$ cat src/rtl/issue_pkg.sv
// Shared definitions for the issue scheduler: unit codes, default latencies
// and the result-bus reservation entry layout.
package issue_pkg;

    localparam logic [1:0] UNIT_ALU = 2'd0;
    localparam logic [1:0] UNIT_SHF = 2'd1;
    localparam logic [1:0] UNIT_MEM = 2'd2;
    localparam logic [1:0] UNIT_NOP = 2'd3;

    localparam int DEF_ALU_LAT = 1;
    localparam int DEF_SHF_LAT = 2;
    localparam int DEF_MEM_LAT = 3;
    localparam int DEF_MAX_LAT = 4;

    // One reservation of the register-file write port.
    typedef struct packed {
        logic       valid;
        logic [1:0] unit;
        logic [4:0] dest;
        logic       wr;
    } wb_entry_t;

    localparam wb_entry_t WB_ENTRY_NONE = '0;

endpackage

$ cat src/rtl/wb_slot_table.sv
// Shifting result-bus reservation table. Slot k holds the instruction that
// writes back k cycles from now; slot 0 is the current writeback cycle.
// A new reservation is written at an arbitrary index on the same edge the
// table shifts, so the caller must check that the slot shifting into that
// index is free (query port).
module wb_slot_table
    import issue_pkg::*;
#(
    parameter int MAX_LAT = DEF_MAX_LAT,
    parameter int IDX_W   = $clog2(MAX_LAT + 2)
) (
    input  logic             clock,
    input  logic             reset,
    input  logic             wr_en,
    input  logic [IDX_W-1:0] wr_idx,
    input  wb_entry_t        wr_entry,
    input  logic [IDX_W-1:0] query_idx,
    output logic             query_free,
    output wb_entry_t        head
);

    wb_entry_t slot_reg  [MAX_LAT+1];
    wb_entry_t slot_next [MAX_LAT+1];

    genvar gi;
    generate
        for (gi = 0; gi <= MAX_LAT; gi++) begin : g_slot
            if (gi == MAX_LAT) begin : g_top
                // Top slot has nothing above it; only a new reservation can fill it.
                assign slot_next[gi] = (wr_en && wr_idx == IDX_W'(gi)) ? wr_entry : WB_ENTRY_NONE;
            end else begin : g_mid
                // Shift down one slot, unless a new reservation lands here.
                assign slot_next[gi] = (wr_en && wr_idx == IDX_W'(gi)) ? wr_entry : slot_reg[gi+1];
            end
        end
    endgenerate

    // Table register: cleared on reset so no stale writeback survives it.
    always_ff @(posedge clock or posedge reset) begin
        if (reset) begin
            for (int k = 0; k <= MAX_LAT; k++) begin
                slot_reg[k] <= WB_ENTRY_NONE;
            end
        end else begin
            for (int k = 0; k <= MAX_LAT; k++) begin
                slot_reg[k] <= slot_next[k];
            end
        end
    end

    // Slot-free query; indices above the table are always free.
    always_comb begin
        query_free = 1'b1;
        for (int k = 0; k <= MAX_LAT; k++) begin
            if (query_idx == IDX_W'(k)) begin
                query_free = !slot_reg[k].valid;
            end
        end
    end

    assign head = slot_reg[0];

endmodule

$ cat src/rtl/issue_scheduler.sv
// Scoreboard issue controller: tracks pending destinations and busy units,
// reserves the single register-file write port, and decides issue/stall
// for the decoded instruction every cycle.
module issue_scheduler
    import issue_pkg::*;
#(
    parameter int ALU_LAT = DEF_ALU_LAT,
    parameter int SHF_LAT = DEF_SHF_LAT,
    parameter int MEM_LAT = DEF_MEM_LAT,
    parameter int MAX_LAT = DEF_MAX_LAT
) (
    input  logic        clock,
    input  logic        reset,
    input  logic        id_is_valid,
    input  logic [1:0]  id_is_unit,
    input  logic [4:0]  id_is_addra,
    input  logic [4:0]  id_is_addrb,
    input  logic        id_is_useb,
    input  logic [4:0]  id_is_regdest,
    input  logic        id_is_writereg,
    output logic        is_stall,
    output logic        is_ex_issue,
    output logic [1:0]  is_ex_func_unit,
    output logic [4:0]  is_ex_regdest,
    output logic        is_wb_valid,
    output logic [4:0]  is_wb_addr,
    output logic [1:0]  is_wb_unit,
    output logic [31:0] is_pending
);

    localparam int IDX_W = $clog2(MAX_LAT + 2);

    logic [31:0]      pending_reg, pending_next, pend_eff, head_dest_mask;
    logic [3:0]       busy_reg, busy_next, busy_eff, head_unit_mask;
    logic [IDX_W-1:0] issue_lat, query_idx;
    logic             slot_free, is_nop, src_a_ok, src_b_ok, waw_ok, issue, reserve;
    wb_entry_t        head, new_entry;

    // Latency of the decoded unit selects where its reservation lands.
    always_comb begin
        issue_lat = '0;
        case (id_is_unit)
            UNIT_ALU: issue_lat = IDX_W'(ALU_LAT);
            UNIT_SHF: issue_lat = IDX_W'(SHF_LAT);
            UNIT_MEM: issue_lat = IDX_W'(MEM_LAT);
            default:  issue_lat = '0;
        endcase
    end

    // The slot above L shifts into L on the issuing edge, so it must be empty.
    assign query_idx = issue_lat + IDX_W'(1);
    assign new_entry = '{valid: 1'b1, unit: id_is_unit, dest: id_is_regdest, wr: id_is_writereg};

    wb_slot_table #(
        .MAX_LAT (MAX_LAT),
        .IDX_W   (IDX_W)
    ) u_table (
        .clock      (clock),
        .reset      (reset),
        .wr_en      (reserve),
        .wr_idx     (issue_lat),
        .wr_entry   (new_entry),
        .query_idx  (query_idx),
        .query_free (slot_free),
        .head       (head)
    );

    // Write-through bypass: the writeback happening now frees its dest and unit.
    always_comb begin
        head_dest_mask = head.valid ? (32'd1 << head.dest) : 32'd0;
        head_unit_mask = head.valid ? (4'd1 << head.unit) : 4'd0;
        pend_eff       = pending_reg & ~head_dest_mask;
        busy_eff       = busy_reg & ~head_unit_mask;
    end

    // Issue decision: operands ready, no WAW, unit idle, write port slot free.
    always_comb begin
        is_nop   = (id_is_unit == UNIT_NOP);
        src_a_ok = (id_is_addra == 5'd0) || !pend_eff[id_is_addra];
        src_b_ok = !id_is_useb || (id_is_addrb == 5'd0) || !pend_eff[id_is_addrb];
        waw_ok   = !id_is_writereg || (id_is_regdest == 5'd0) || !pend_eff[id_is_regdest];
        if (is_nop) begin
            issue = id_is_valid;
        end else begin
            issue = id_is_valid && !busy_eff[id_is_unit] && src_a_ok && src_b_ok
                    && waw_ok && slot_free;
        end
        reserve  = issue && !is_nop;
        is_stall = id_is_valid && !issue;
    end

    // Scoreboard next state: writeback clears first, a same-edge issue sets over it.
    always_comb begin
        pending_next = pending_reg & ~head_dest_mask;
        busy_next    = busy_reg & ~head_unit_mask;
        if (reserve) begin
            busy_next[id_is_unit] = 1'b1;
            if (id_is_writereg && id_is_regdest != 5'd0) begin
                pending_next[id_is_regdest] = 1'b1;
            end
        end
        pending_next[0] = 1'b0;
        busy_next[3]    = 1'b0;
    end

    // Scoreboard registers.
    always_ff @(posedge clock or posedge reset) begin
        if (reset) begin
            pending_reg <= '0;
            busy_reg    <= '0;
        end else begin
            pending_reg <= pending_next;
            busy_reg    <= busy_next;
        end
    end

    // Execute-stage handoff: one-cycle issue pulse, unit/dest hold between issues.
    always_ff @(posedge clock or posedge reset) begin
        if (reset) begin
            is_ex_issue     <= 1'b0;
            is_ex_func_unit <= 2'd0;
            is_ex_regdest   <= 5'd0;
        end else begin
            is_ex_issue <= issue;
            if (issue) begin
                is_ex_func_unit <= id_is_unit;
                is_ex_regdest   <= id_is_regdest;
            end
        end
    end

    assign is_wb_valid = head.valid && head.wr && (head.dest != 5'd0);
    assign is_wb_addr  = head.dest;
    assign is_wb_unit  = head.unit;
    assign is_pending  = pending_reg;

endmodule

$ cat config.mk
export PLATFORM = sky130hd
export DESIGN_NAME = issue_scheduler
export DESIGN_NICKNAME = d
export VERILOG_FILES = /design/src/rtl/issue_pkg.sv /design/src/rtl/wb_slot_table.sv /design/src/rtl/issue_scheduler.sv
export SDC_FILE = /design/constraint.sdc
export NUM_CORES = 1
export LEC_CHECK = 0
export ABC_CLOCK_PERIOD_IN_PS = 8200
export CAP_MARGIN = 0
export CORE_MARGIN = 4
export CORE_UTILIZATION = 30
export DETAILED_ROUTE_END_ITERATION = 8
export PLACE_DENSITY = 0.47
export SLEW_MARGIN = 20
export SYNTH_ARGS = -nofsm -noshare
export SYNTH_HDL_FRONTEND = slang
export SYNTH_HIERARCHICAL = 1
export SYNTH_SLANG_ARGS = --single-unit
export TNS_END_PERCENT = 30
$ cat constraint.sdc
create_clock -name clock -period 8.2 [get_ports clock]
set_input_delay 0.82 -clock clock [delete_from_list [all_inputs] [get_ports clock]]
set_output_delay 0.82 -clock clock [all_outputs]
set_load 0.1 [all_outputs]
Yosys cells after proc, flatten, opt, wreduce, memory -nomap -nowiden
Index checks and enable logic that the tools add are counted.
Widths: inputs -> output; s select.

operators by class
  reduce and logical (&&, ||, !) cells = 43
  div/mod/pow operators = 0
  multipliers = 0
  bitwise gates (word level) = 6
  equality and inequality tests = 11
  shift-type cells = 2
  add/subtract/negate cells = 1
  multiplexer cells = 29
  magnitude comparators = 6

operators by type and width
  kind                  count
  $mux 32               3
  $mux 9                5
  $and 32x32->32        1
  $not 32->32           1
  $or 32x32->32         1
  $shl 1x5->32 const A  1
  $lt 5x6->1 const B    3
  $logic_and 1x1->1     17
  $bmux 1 s5            3
  $logic_not 5->1       3
  $logic_not 1->1       13
  $mux 1                12
  $reduce_bool 5->1     2
  $eq 2x2->1 const B    4
  $eq 3x2->1 const B    2
  $logic_not 3->1       2
  $pmux 2 s3            1
  $demux 1 s5           1
  $ge 5x1->1 const B    1
  $logic_or 1x1->1      5
  $and 3x4->4           1
  $eq 2x1->1 const B    2
  $mux 4                1
  $not 4->4             1
  other kinds (12)      12

storage, ports and cells
  latch bits = 0
  word-level logic and storage cells = 123
  ROM bits = 0
  bits in writable memories = 0
  bits in registers = 87
  memories kept = 0

Depth between registers and ports, before layout
  depth in word-level cells = 16
  mapped depth = 18
  gate-level depth less buffers = 16

Cells and area by module
The synthesis kept the hierarchy.

modules (own cells, without submodules)
  module           cells an instance  sequential area each (µm²)  times used  area an instance (µm²)
  issue_scheduler  373                1051.0                      1           3343.2
  wb_slot_table    114                1126.1                      1           1784.2

Worst setup path after synthesis
OpenSTA, ideal clock, no wires.

  path type = flip-flop to output port
  start = reg pending_reg[16], in the netlist is_pending[16]
  end = out is_stall
  data required time = 7.380 ns
  setup slack = 3.836 ns
  arrival time = 3.544 ns
  buffers on the path = 2
  cell stages (with the launch flop) = 10
  path through = dfrtp_1 o21ai_1 o211a_1 a2111o_1 or4_1 nand4_1 or2_1 buf_4 buf_6 and3b_1

on the way
  word-level cells in the longest chain between the ends = 12
  elaborated cells between the ends (all ways) = 20

RTL lines
  what                                 RTL line                RTL
  start, declared                      issue_scheduler.sv:33   logic [31:0] pending_reg, pending_next, pend_eff, head_dest_mask;
  start signal, assigned               issue_scheduler.sv:112  pending_reg <= pending_next;
  $and 32x32->32 (*)                   issue_scheduler.sv:72   pend_eff = pending_reg & ~head_dest_mask;
  $bmux 1 s5                           issue_scheduler.sv:79   src_a_ok = (id_is_addra == 5'd0) || !pend_eff[id_is_addra];
  $mux 1 (implied by the code)         issue_scheduler.sv:79
  $logic_not 1->1                      issue_scheduler.sv:79
  $logic_or 1x1->1                     issue_scheduler.sv:79
  $logic_and 1x1->1 (2 in series)      issue_scheduler.sv:85   issue = id_is_valid && !busy_eff[id_is_unit] && src_a_ok && src_b_ok
  $logic_and 1x1->1 (*) (2 in series)  issue_scheduler.sv:86   && waw_ok && slot_free;
  $mux 1 (*)                           issue_scheduler.sv:82   if (is_nop) begin
  $logic_not 1->1 (*)                  issue_scheduler.sv:89   is_stall = id_is_valid && !issue;
  $logic_and 1x1->1 (*)                issue_scheduler.sv:89
  end, declared                        issue_scheduler.sv:21   output logic is_stall,

Mark *: on every way between the ends. The rest lies on a longest branch, timed or not. The select of a mux whose other input is x is not followed.

Final worst setup path
  start = in id_is_unit[0]
  end = out is_stall

on the way
  word-level cells in the longest chain between the ends = 13
  elaborated cells between the ends (all ways) = 27

RTL lines
  what                                RTL line               RTL
  start, declared                     issue_scheduler.sv:15  input logic [1:0] id_is_unit,
  $eq 2x2->1 (tied with other cells)  issue_scheduler.sv:42  case (id_is_unit)
  $pmux 2 s3 (*)                      issue_scheduler.sv:42
  $add 3x1->3 (*)                     issue_scheduler.sv:51  assign query_idx = issue_lat + IDX_W'(1);
  net query_idx[2]                    issue_scheduler.sv:35  logic [IDX_W-1:0] issue_lat, query_idx;
  $logic_not 3->1                     wb_slot_table.sv:55    if (query_idx == IDX_W'(k)) begin
  $mux 1 (4 in series)                wb_slot_table.sv:55
  $mux 1 (*)                          wb_slot_table.sv:55
  net slot_free                       issue_scheduler.sv:36  logic slot_free, is_nop, src_a_ok, src_b_ok, waw_ok, issue, reserve;
  $logic_and 1x1->1 (*)               issue_scheduler.sv:86
  $mux 1 (*)                          issue_scheduler.sv:82
  $logic_not 1->1 (*)                 issue_scheduler.sv:89
  $logic_and 1x1->1 (*)               issue_scheduler.sv:89

Mark *: on every way through the listed nets, which the timed path passes. The rest lies on a longest branch. The select of a mux whose other input is x is not followed.

==> results.md <==
Outcome:
- The run finished with clean final reports.

Clock tree:
- At the later pin of the worst-skew pair, clock insertion delay measures 0.34 ns.
- The number of levels in the clock H-tree is 3.
- In this run the deepest clock path goes through 2 buffers.
- Buffers added to address setup during post-CTS repair amount to 0.
- After clock tree synthesis, the clock-pin slew on the worst setup and hold paths is 0.06 ns.
- In this run the clock root is driven by a clkbuf_16.
- The total of cells resized after clock tree synthesis is 0.
- The TritonCTS clock tree is yes.
- Clock tree synthesis found a total of 87 sinks.
- Counting the buffers created by CTS gives 9.
- Buffers inserted to repair hold after CTS numbered 0.

Detailed routing:
- In the routed layout, each cell is associated on average with a via count of 5.54.
- The number of iterations in the first detailed-routing pass is 5.
- The routed layout has 4259 vias.
- The post-detailed-route DRC marker count is 0.
- The count of nets left with antenna violations once routing finished came out at 0.
- The total wirelength of the detailed-routed design is 16000 microns.
- After detailed routing, the average wire length per cell comes to 20.8 microns.
- After the first detailed-routing iteration, the DRC count stood at 320.

Synthesis:
- Yosys mapped the design onto 81 distinct sky130hd cell types.
- The share of async-settable or async-resettable flops after synthesis is 100%.
- Each instance of the synthesized netlist takes up on average 10.5 sq um.
- In the synthesized netlist, the number of instances is 487.
- The post-synthesis instance area is 0.00513 sq mm.
- The sequential-to-total area share from yosys stat is 42.5%.
- The synthesized design contains 87 register bits.
- The most used flip-flop cell after synthesis is dfrtp_1.
- The synthesized design contains 0 enable-type register cells.
- The number of warnings issued by yosys is 6.

Place:
- The total instance count after detailed placement is 753.
- The post-DP HPWL is 11800 microns.
- Routability-driven placement finished with a final weighted congestion of 0.855.
- During placement, the flow inserted port buffers numbering 69.

STA:
- Setup repair after global routing left no endpoint under its margin.
- At the pin with the least slew margin, the transition time is 1.01 ns.
- For the finished layout, the period the worst path requires is 5.48 ns.
- The number of hold-slack violations in the final timing report came to 0.
- Headroom to the max-slew limit came out at 32.6%.
- In the finished design, the share of the clock period the worst path needs comes to 66.8%.
- The total of endpoints with negative setup slack in the final report is 0.
- The worst-case clock skew is 0.00950 ns.
- Summed over all failing endpoints, the final setup total negative slack is 0 ns.
- The number of max-slew violations in the final report is 0.
- The upper clock frequency limit is 0.183 GHz.

Floorplan:
- In this run the horizontal extent of the chip is 139 microns.
- The area of the core is 0.0166 sq mm.
- The initial core utilization is 30.8%.
- The area enclosed by the die boundary is 0.0192 sq mm.
- The floorplan has 47 rows.
- The die is 139 microns tall.
- The number of primary I/O pins is 71.

Power:
- The switching share of power is 28.6%.
- Cell internal power was estimated by the tool at 791 uW.
- The net switching power is 317 uW.
- After layout, the design draws a total of 1110 uW.
- Across the VDD grid, the largest voltage drop is 95.5 uV.
- The static leakage is 0.00255 uW.
- Dividing total power by cell area gives a power density of 176 mW/mm^2.
- The clock share of power is 42.4%.
- Combinational logic is responsible for 17.2% of the overall power.
- Sequential cells account for 40.4% of the total power.

Critical path:
- The worst setup path is of the in2out kind.
- Counting both buffers and inverters, the worst setup path holds a total of 3.
- Along the worst path, the maximum fanout reaches 10.
- The worst setup path is launched from a primary input.
- Data on the critical path arrives at its endpoint at 4.66 ns.
- Traced cell by cell, the critical path runs through clkdlybuf4s50_1 > inv_1 > ha_1 > nor2_1 > xnor2_1 > o32ai_1 > a31oi_1 > o311ai_0 > a21oi_1 > nor4b_2 > nand4_1 > or2_1 > and3b_1 > buf_4.
- The largest individual stage delay along the critical path comes from the cell clkdlybuf4s50_1.
- The endpoint kind of the worst setup timing path is an output pin.
- The kind of cell with the highest combined delay along the critical path is simple AND/OR/NAND/NOR gates.
- For this run, the slowest stage of the critical path takes 0.69 ns.
- At the worst endpoint, the required time is 7.38 ns.

Finish:
- Leaving out fill and tap cells, the most frequent cells in the layout are dfrtp_1 (87), clkdlybuf4s50_1 (68), mux2_2 (49).
- The number of antenna diodes in the final layout is 0.
- In the final layout, the share of cells above drive strength 1 is 17.1%.
- The relative area change from synthesis to final layout is 22.6%.
- For this run, the number of standard cells in the final layout without fillers is 769.
- The count of fill cells added during filler insertion is 1671.
- The most common cell after layout, fill and taps aside is dfrtp_1.
- The register with the most flip-flops in the layout has 36 of them.
- After the last flow step, the layout net total stands at 570.

GRT:
- The pin count of the biggest net entering global routing is 46.
- Across every metal layer, demand over resource in global routing totals 16.6%.
- The initial antenna violation count is 0.
- The overall overflow remaining after global route is 0.
- The number of global-route vias before repair came to 4256.
- The first global-routing pass estimated 25500 microns of wire.

Worst hold path:
- The classification of the worst-slack hold path is reg2reg.

Run:
- Across the run, the number of max-cap violations was 0.
power groups by stage:
stage | sequential [uW] | clock (uW) | combinational, uW
floorplan | 518 | 0 | 72.7
global placement | 456 | 0 | 191
detailed placement | 456 | 0 | 191
CTS | 449 | 481 | 192
global route | 449 | 499 | 202
finish | 448 | 470 | 191
worst paths after layout:
| kind | from | endpoint | slack (ns) | depth (start not counted) |
|---|---|---|---|---|
| setup / recovery | id_is_unit[0] | is_stall | 2.72 | 14 |
| hold / removal | u_table/slot_reg[7] | u_table/slot_reg[16] | 0.47 | 1 |
| setup reg to reg | u_table/head[3] | u_table/head[5] | 4.07 | 10 |
| hold reg to reg | u_table/slot_reg[7] | u_table/slot_reg[16] | 0.47 | 1 |
| max in group asynchronous | reset | is_pending[23] | 6.58 | 2 |
| min in group asynchronous | reset | u_table/head[6] | 0.98 | 3 |
worst reg2reg max path, delay by kind of cell (launching register included):
kind | cells | cell delay (ns)
mux | 2 | 0.54
buf+inv | 1 | 0.17
simple gates | 5 | 1.87
compound gates | 2 | 0.73
flops | 1 | 0.70
logic make-up (layout without fill, tap and decap cells):
family | count (synthesis) | count (layout) | share of synthesized area (%)
fa+ha+maj | 4 | 4 | 0.976
other cells | 2 | 11 | 0.146
compound gates | 124 | 124 | 18.9
mux | 60 | 60 | 13.9
flops | 87 | 87 | 42.5
xor+xnor | 4 | 4 | 0.683
buf+inv | 60 | 113 | 5.88
simple gates | 146 | 146 | 17.0
cell type report:
type	count	area, sq um	area share (%)
Clock buffer	11	233	3.70
Sequential cell	87	2180	34.6
Inverter	23	86.3	1.37
Clock inverter	5	106	1.69
Multi-Input combinational cell	349	2680	42.7
Timing Repair Buffer	74	726	11.5
Tap cell	220	275	4.38
synthesized netlist by cell type (all sizes together), types with 5 or more instances:
library cell	instances	area (sq um)
dfrtp	87	2180
a21oi	5	25.0
o21ai	25	129
nand2	36	135
o41ai	9	109
o22ai	5	31.3
nor3	13	65.1
o31ai	23	191
nand4	5	31.3
inv	22	82.6
buf	27	178
and2	11	68.8
nor2	12	45.0
clkbuf	10	37.5
nand2b	14	87.6
a21boi	7	56.3
mux2i	7	70.1
mux2	49	552
o211ai	6	45.0
or2	7	46.3
o2111ai	8	70.1
nor2b	14	87.6
nand4b	5	50.0
o311ai	5	43.8
routing by layer:
layer	share of wire, %	track usage (%)	vias up
li1	-	-	1941
met5	0	0	-
met2	47	26.8	152
met3	5.6	3.38	14
met4	1.4	5.10	0
met1	46	22.7	2152
through the flow:
stage	utilization, %	area, sq um	hold WS [ns]	setup slack, ns
2_1_floorplan	-	5160	0.438	3.84
3_3_place_gp	35.7	5950	0.457	2.68
3_5_place_dp	35.7	5950	0.462	2.63
4_1_cts	37.8	6290	0.477	2.66
5_1_grt	37.8	6290	0.487	2.42
6_report	37.8	6290	0.473	2.72
Note: power is estimated with default switching activity, not from simulation.
